**src/rtl/fu_mem_responder.sv**
```systemverilog
// Memory-side responder: round-robin arbitration of FU memory requests onto the single Dmem bus.
// Optional build macro FU_MEM_STORE_EARLY_ACK_EN: stores ack on bus acceptance instead of tag return.
//
// state | meaning
// IDLE  | pick the next eligible requester, latch its packet
// ISSUE | drive the latched request on the bus until the memory accepts it
// WAIT  | wait for the returning tag that matches the accepted one
// ACK   | one-cycle mem_ack to the owner, advance the round-robin pointer

`ifndef XLEN
`define XLEN 32
`endif

module fu_mem_responder #(
    parameter int NUM_REQ = 2,
    parameter int TAG_W   = 4,
    // packet layout: [1:0] command, [3:2] size, [XLEN+3:4] addr, [2*XLEN+3:XLEN+4] data
    localparam int PKT_W  = 4 + 2 * `XLEN
) (
    input  logic                     clock,
    input  logic                     reset,
    input  logic [NUM_REQ-1:0]       mem_req,
    input  logic [NUM_REQ*PKT_W-1:0] fu_mem_packet,
    output logic [NUM_REQ-1:0]       mem_ack,
    output logic [`XLEN-1:0]         mem_rdata,
    output logic [1:0]               proc2Dmem_command,
    output logic [`XLEN-1:0]         proc2Dmem_addr,
    output logic [63:0]              proc2Dmem_data,
    output logic [1:0]               proc2Dmem_size,
    input  logic [TAG_W-1:0]         Dmem2proc_response,
    input  logic [63:0]              Dmem2proc_data,
    input  logic [TAG_W-1:0]         Dmem2proc_tag,
    output logic                     busy
);

    localparam int IDX_W = (NUM_REQ > 1) ? $clog2(NUM_REQ) : 1;

    localparam logic [1:0] BUS_NONE  = 2'd0;
    localparam logic [1:0] BUS_LOAD  = 2'd1;
    localparam logic [1:0] BUS_STORE = 2'd2;

    localparam logic [1:0] IDLE  = 2'd0;
    localparam logic [1:0] ISSUE = 2'd1;
    localparam logic [1:0] WAIT  = 2'd2;
    localparam logic [1:0] ACK   = 2'd3;

    logic [1:0]         state;
    logic [IDX_W-1:0]   rr_ptr;
    logic [IDX_W-1:0]   owner;
    logic [TAG_W-1:0]   tag_q;
    logic [NUM_REQ-1:0] cooldown;
    logic [1:0]         lat_cmd;
    logic               lat_addr2;

    logic [NUM_REQ-1:0] eligible;
    logic               grant_vld;
    logic [IDX_W-1:0]   grant_idx;
    logic [PKT_W-1:0]   sel_pkt;
    logic [1:0]         sel_cmd;
    logic [1:0]         sel_size;
    logic [`XLEN-1:0]   sel_addr;
    logic [`XLEN-1:0]   sel_data;
    logic [NUM_REQ-1:0] owner_onehot;
    logic [IDX_W-1:0]   rr_next;

    always_comb begin : grant_sel
        int idx;
        eligible  = mem_req & ~cooldown;
        grant_vld = 1'b0;
        grant_idx = '0;
        idx       = 0;
        for (int i = 0; i < NUM_REQ; i++) begin
            idx = int'(rr_ptr) + i;
            if (idx >= NUM_REQ) idx = idx - NUM_REQ;
            if (!grant_vld && eligible[idx]) begin
                grant_vld = 1'b1;
                grant_idx = IDX_W'(idx);
            end
        end
    end

    assign sel_pkt  = fu_mem_packet[grant_idx*PKT_W +: PKT_W];
    assign sel_cmd  = sel_pkt[1:0];
    assign sel_size = sel_pkt[3:2];
    assign sel_addr = sel_pkt[4 +: `XLEN];
    assign sel_data = sel_pkt[4 + `XLEN +: `XLEN];

    assign owner_onehot = NUM_REQ'(1) << owner;
    assign rr_next      = (owner == IDX_W'(NUM_REQ - 1)) ? '0 : owner + IDX_W'(1);
    assign busy         = (state != IDLE);

    always_ff @(posedge clock or negedge reset) begin
        if (!reset) begin
            state             <= IDLE;
            rr_ptr            <= '0;
            owner             <= '0;
            tag_q             <= '0;
            cooldown          <= '0;
            lat_cmd           <= BUS_NONE;
            lat_addr2         <= 1'b0;
            mem_ack           <= '0;
            mem_rdata         <= '0;
            proc2Dmem_command <= BUS_NONE;
            proc2Dmem_addr    <= '0;
            proc2Dmem_data    <= '0;
            proc2Dmem_size    <= '0;
        end else begin
            mem_ack   <= '0;
            mem_rdata <= '0;
            case (state)
                IDLE: begin
                    // cooldown only has to cover the single IDLE cycle after an ack
                    cooldown <= '0;
                    if (grant_vld) begin
                        owner             <= grant_idx;
                        lat_cmd           <= sel_cmd;
                        lat_addr2         <= sel_addr[2];
                        proc2Dmem_command <= sel_cmd;
                        proc2Dmem_addr    <= sel_addr;
                        proc2Dmem_size    <= sel_size;
                        proc2Dmem_data    <= sel_addr[2] ? {sel_data, 32'h0} : {32'h0, sel_data};
                        state             <= ISSUE;
                    end
                end
                ISSUE: begin
                    if (Dmem2proc_response != '0) begin
                        tag_q             <= Dmem2proc_response;
                        proc2Dmem_command <= BUS_NONE;
                        proc2Dmem_addr    <= '0;
                        proc2Dmem_data    <= '0;
                        proc2Dmem_size    <= '0;
`ifdef FU_MEM_STORE_EARLY_ACK_EN
                        if (lat_cmd == BUS_STORE) begin
                            mem_ack <= owner_onehot;
                            state   <= ACK;
                        end else begin
                            state   <= WAIT;
                        end
`else
                        state             <= WAIT;
`endif
                    end
                end
                WAIT: begin
                    if (Dmem2proc_tag == tag_q) begin
                        mem_ack <= owner_onehot;
                        if (lat_cmd == BUS_LOAD)
                            mem_rdata <= lat_addr2 ? Dmem2proc_data[63:32] : Dmem2proc_data[31:0];
                        state   <= ACK;
                    end
                end
                ACK: begin
                    rr_ptr   <= rr_next;
                    cooldown <= owner_onehot;
                    state    <= IDLE;
                end
                default: state <= IDLE;
            endcase
        end
    end

endmodule

```
**config.mk**
```make
export PLATFORM = sky130hd
export DESIGN_NAME = fu_mem_responder
export DESIGN_NICKNAME = d
export VERILOG_FILES = /design/src/rtl/fu_mem_responder.sv
export SDC_FILE = /design/constraint.sdc
export NUM_CORES = 1
export LEC_CHECK = 0
export CORE_AREA = 2 2 133 135
export CTS_CLUSTER_SIZE = 30
export DETAILED_ROUTE_END_ITERATION = 7
export DIE_AREA = 0 0 135 137
export HOLD_SLACK_MARGIN = 0.12
export PLACE_DENSITY = 0.89
export SLEW_MARGIN = 5
export SYNTH_ARGS = -nofsm -noshare
export SYNTH_HDL_FRONTEND = slang
export SYNTH_SLANG_ARGS = --single-unit
```
**constraint.sdc**
```tcl
create_clock -name clock -period 2.1 [get_ports clock]
set_input_delay 0.525 -clock clock [delete_from_list [all_inputs] [get_ports clock]]
set_output_delay 0.525 -clock clock [all_outputs]
set_load 0.1 [all_outputs]
```
==> reports/metrics.cfg <==
[status]
run_status = complete, no violations

[cells_and_area]
area_delta_synth_final_pct = 62.55
final_cell_mix = sky130_fd_sc_hd__clkdlybuf4s50_1 (210), sky130_fd_sc_hd__buf_4 (163), sky130_fd_sc_hd__dfrtp_1 (146), sky130_fd_sc_hd__mux2i_1 (131), sky130_fd_sc_hd__nand2_1 (72)
final_area_sq_um = 11190
fillCellCount = 1306
finish.net_count = 1158
final_layout_size_suffix_gt1_frac = 0.2317
diode_count = 0
layout.cells.most_common = sky130_fd_sc_hd__clkdlybuf4s50_1

[die]
coreArea_sq_um = 17060
die_area_sq_um = 18500
die_h_microns = 137
initial_core_util = 0.4037
top_level_port_count = 347
rows = 48
dieWidth_microns = 135

[critical_path]
critical_path.n_buffers_inverters = 2
setup.worst_path.start_class = flop
critPathArrivalTime_ns = 2.30
path_class = flop to flop
slowest_delay_ns = 0.42
worstSetupStartpoint = state[0]$_DFFE_PN0P_
cp_top_family = compound AO/OA/AOI/OAI gates
cp-end-kind = flop
cp_data_required_time_ns = 2.39
critical-path-slowest-cell = sky130_fd_sc_hd__a32oi_1
crit_fanout = 32
cp_cell_sequence = inv_1, ha_4, a32oi_1, o21ai_4, buf_12, a22o_1
worstReg2RegStart = state[0]$_DFFE_PN0P_

[timing]
timing_worst_slew_pin_value_ns = 0.5265
worst_clock_skew_ns = 0.008980
setup_violations = 0
rsz0062_at_grt = false
finalWorstSetupSlack_ns = 0.09018
finalHoldWorstSlack_ns = 0.4885
fmax_mhz = 497.6
final_max_slew_viol_count = 0
timing_hold_violations_final = 0
setup_tns_ns = 0
relSlewSlack = 0.6490
shortest_period_the_worst_path_allows_ns = 2.010
layout_worst_path_cycle_share = 0.9571

[grt]
grt-busiest-layer = met2
grt_max_degree = 51
groute.layer.met2.usage = 0.4191
grt_overflow = 0
grt.total_usage = 0.2390
antenna_found_initial = 0
grt_pass1_wl_mm = 33.95
globalRouteMet3Util = 0.06370
grt_pass1_vias = 6307
groute.layer.met1.usage = 0.2815

[placement]
place_area_sq_um = 10620
dp_hpwl_mm = 16.95
io_buffers = 346
pre_cts_ws_ns = -0.2148
finalWeightedCongestion = 0.8897

[cts]
cts.reportedPaths.clkPinSlew_ns = 0.06
clock_sink_count = 147
max_buffers_root_to_sink = 2
clock_latency_at_the_later_pin_of_the_worst_skew_pair_ns = 0.42
h-tree-depth = 4
tritoncts = yes
root_buffer = sky130_fd_sc_hd__clkbuf_16
cts_setup_buffers = 0
numCtsBuffers = 17

[synthesis]
synth_cells = 577
most_used_flip_flop_cell_after_synthesis = sky130_fd_sc_hd__dfrtp_1
synth-edff-count = 0
yosys_warnings = 0
synth_fp_nets = 794
synth_async_sr_flop_share = 1.000
synth.avg_cell_area_sq_um = 11.93
syn_area_sq_um = 6885
synth-seq-cells = 147
synth_sequential_area_ratio = 0.5343
count_of_unique_library_cells_instantiated_by_yosys = 33

[drt]
wl_per_cell_microns = 19.09
wirelength_mm = 22.51
drtAntennaViolNets = 0
drt_drc = 0
drt-vias-per-instance = 5.209
detail_route.iter0.violations = 312
first_pass_iteration_count_of_the_detailed_router = 4
dr_total_vias = 6141

[power]
power_density_nw_per_um2 = 1737
total_leakage_power_nw = 5.313
fin_total_pwr_mw = 19.44
vdd_ir_drop_max_v = 0.001565

[run]
maxCapViolCount = 0

[hold_path]
hp-class = flop to flop
holdCritStartpoint = proc2Dmem_size[1]$_DFFE_PN0P_

-- worst paths after layout --
check                                                  to  slack [ns]  cells after the start
min in group asynchronous  proc2Dmem_data[23]$_DFFE_PN0P_        0.64                      2
setup / recovery           proc2Dmem_data[34]$_DFFE_PN0P_        0.09                      6
setup reg to reg           proc2Dmem_data[34]$_DFFE_PN0P_        0.09                      6
hold reg to reg             proc2Dmem_size[1]$_DFFE_PN0P_        0.49                      1
max in group asynchronous  proc2Dmem_data[30]$_DFFE_PN0P_        0.90                      3
hold / removal              proc2Dmem_size[1]$_DFFE_PN0P_        0.49                      1
-- cells in the mapped netlist (2+ instances only) --
cell type	n	area, sq um
sky130_fd_sc_hd__o21ai_1	3	15.01
sky130_fd_sc_hd__dfrtp_1	147	3679
sky130_fd_sc_hd__inv_1	4	15.01
sky130_fd_sc_hd__xor2_1	4	35.03
sky130_fd_sc_hd__a22o_1	37	324.1
sky130_fd_sc_hd__clkbuf_1	17	63.81
sky130_fd_sc_hd__nand2_1	72	270.3
sky130_fd_sc_hd__mux2i_1	131	1311
sky130_fd_sc_hd__nand2b_4	2	27.53
sky130_fd_sc_hd__nor2_1	36	135.1
sky130_fd_sc_hd__buf_6	3	33.78
sky130_fd_sc_hd__ha_1	5	62.56
sky130_fd_sc_hd__buf_4	5	37.54
sky130_fd_sc_hd__o2bb2ai_1	68	595.6
sky130_fd_sc_hd__o21ai_0	4	20.02
sky130_fd_sc_hd__buf_2	22	110.1
-- through the flow --
stage                     instances  utilization
after floorplan                 577            -
after global placement         1146       0.6224
after detailed placement       1146       0.6224
after CTS                      1179       0.6556
after global routing           1179       0.6562
final                          1179       0.6562
-- metal layers --
metal / part of all wire / vias to the layer above
li1: - / 2833
met5: 0 / -
met4: 0.025 / 0
met2: 0.52 / 260
met3: 0.063 / 40
met1: 0.39 / 3008
-- flip-flops by register name (all words and copies together), names as in the netlist, 2 cells and up --
signal / cells
proc2Dmem_size: 2
proc2Dmem_addr: 32
proc2Dmem_command: 2
proc2Dmem_data: 64
mem_rdata: 32
tag_q: 4
state: 2
mem_ack: 2
cooldown: 2
lat_cmd: 2
-- cell families after synthesis --
family	Yosys count	share of synthesized area
buf+inv	52	0.03834
mux	132	0.1921
fa+ha+maj	5	0.009086
flops	147	0.5343
simple gates	118	0.07269
xor+xnor	4	0.005088
compound gates	119	0.1485
-- power by group --
group	switching [mW]	internal, mW	leakage [nW]
Sequential	0.677	3.80	1.98
Combinational	8.87	3.22	3.08
Clock	1.20	1.67	0.257
-- timing repair --
action	CTS	global route
setup endpoints to repair	1	1
gates cloned	0	0
hold buffers	1	0
resized for setup	1	1
hold endpoints to repair	45	0
-- cell type report --
cell class,count,area [sq um],share of cell area
Inverter,5,18.77,0.001677
Tap cell,225,281.5,0.02515
Timing Repair Buffer,392,3687,0.3295
Multi-Input combinational cell,378,2970,0.2654
Clock inverter,11,103.9,0.009279
Sequential cell,147,3680,0.3288
Clock buffer,21,450.4,0.04025
Power figures use the tool's default switching activity.
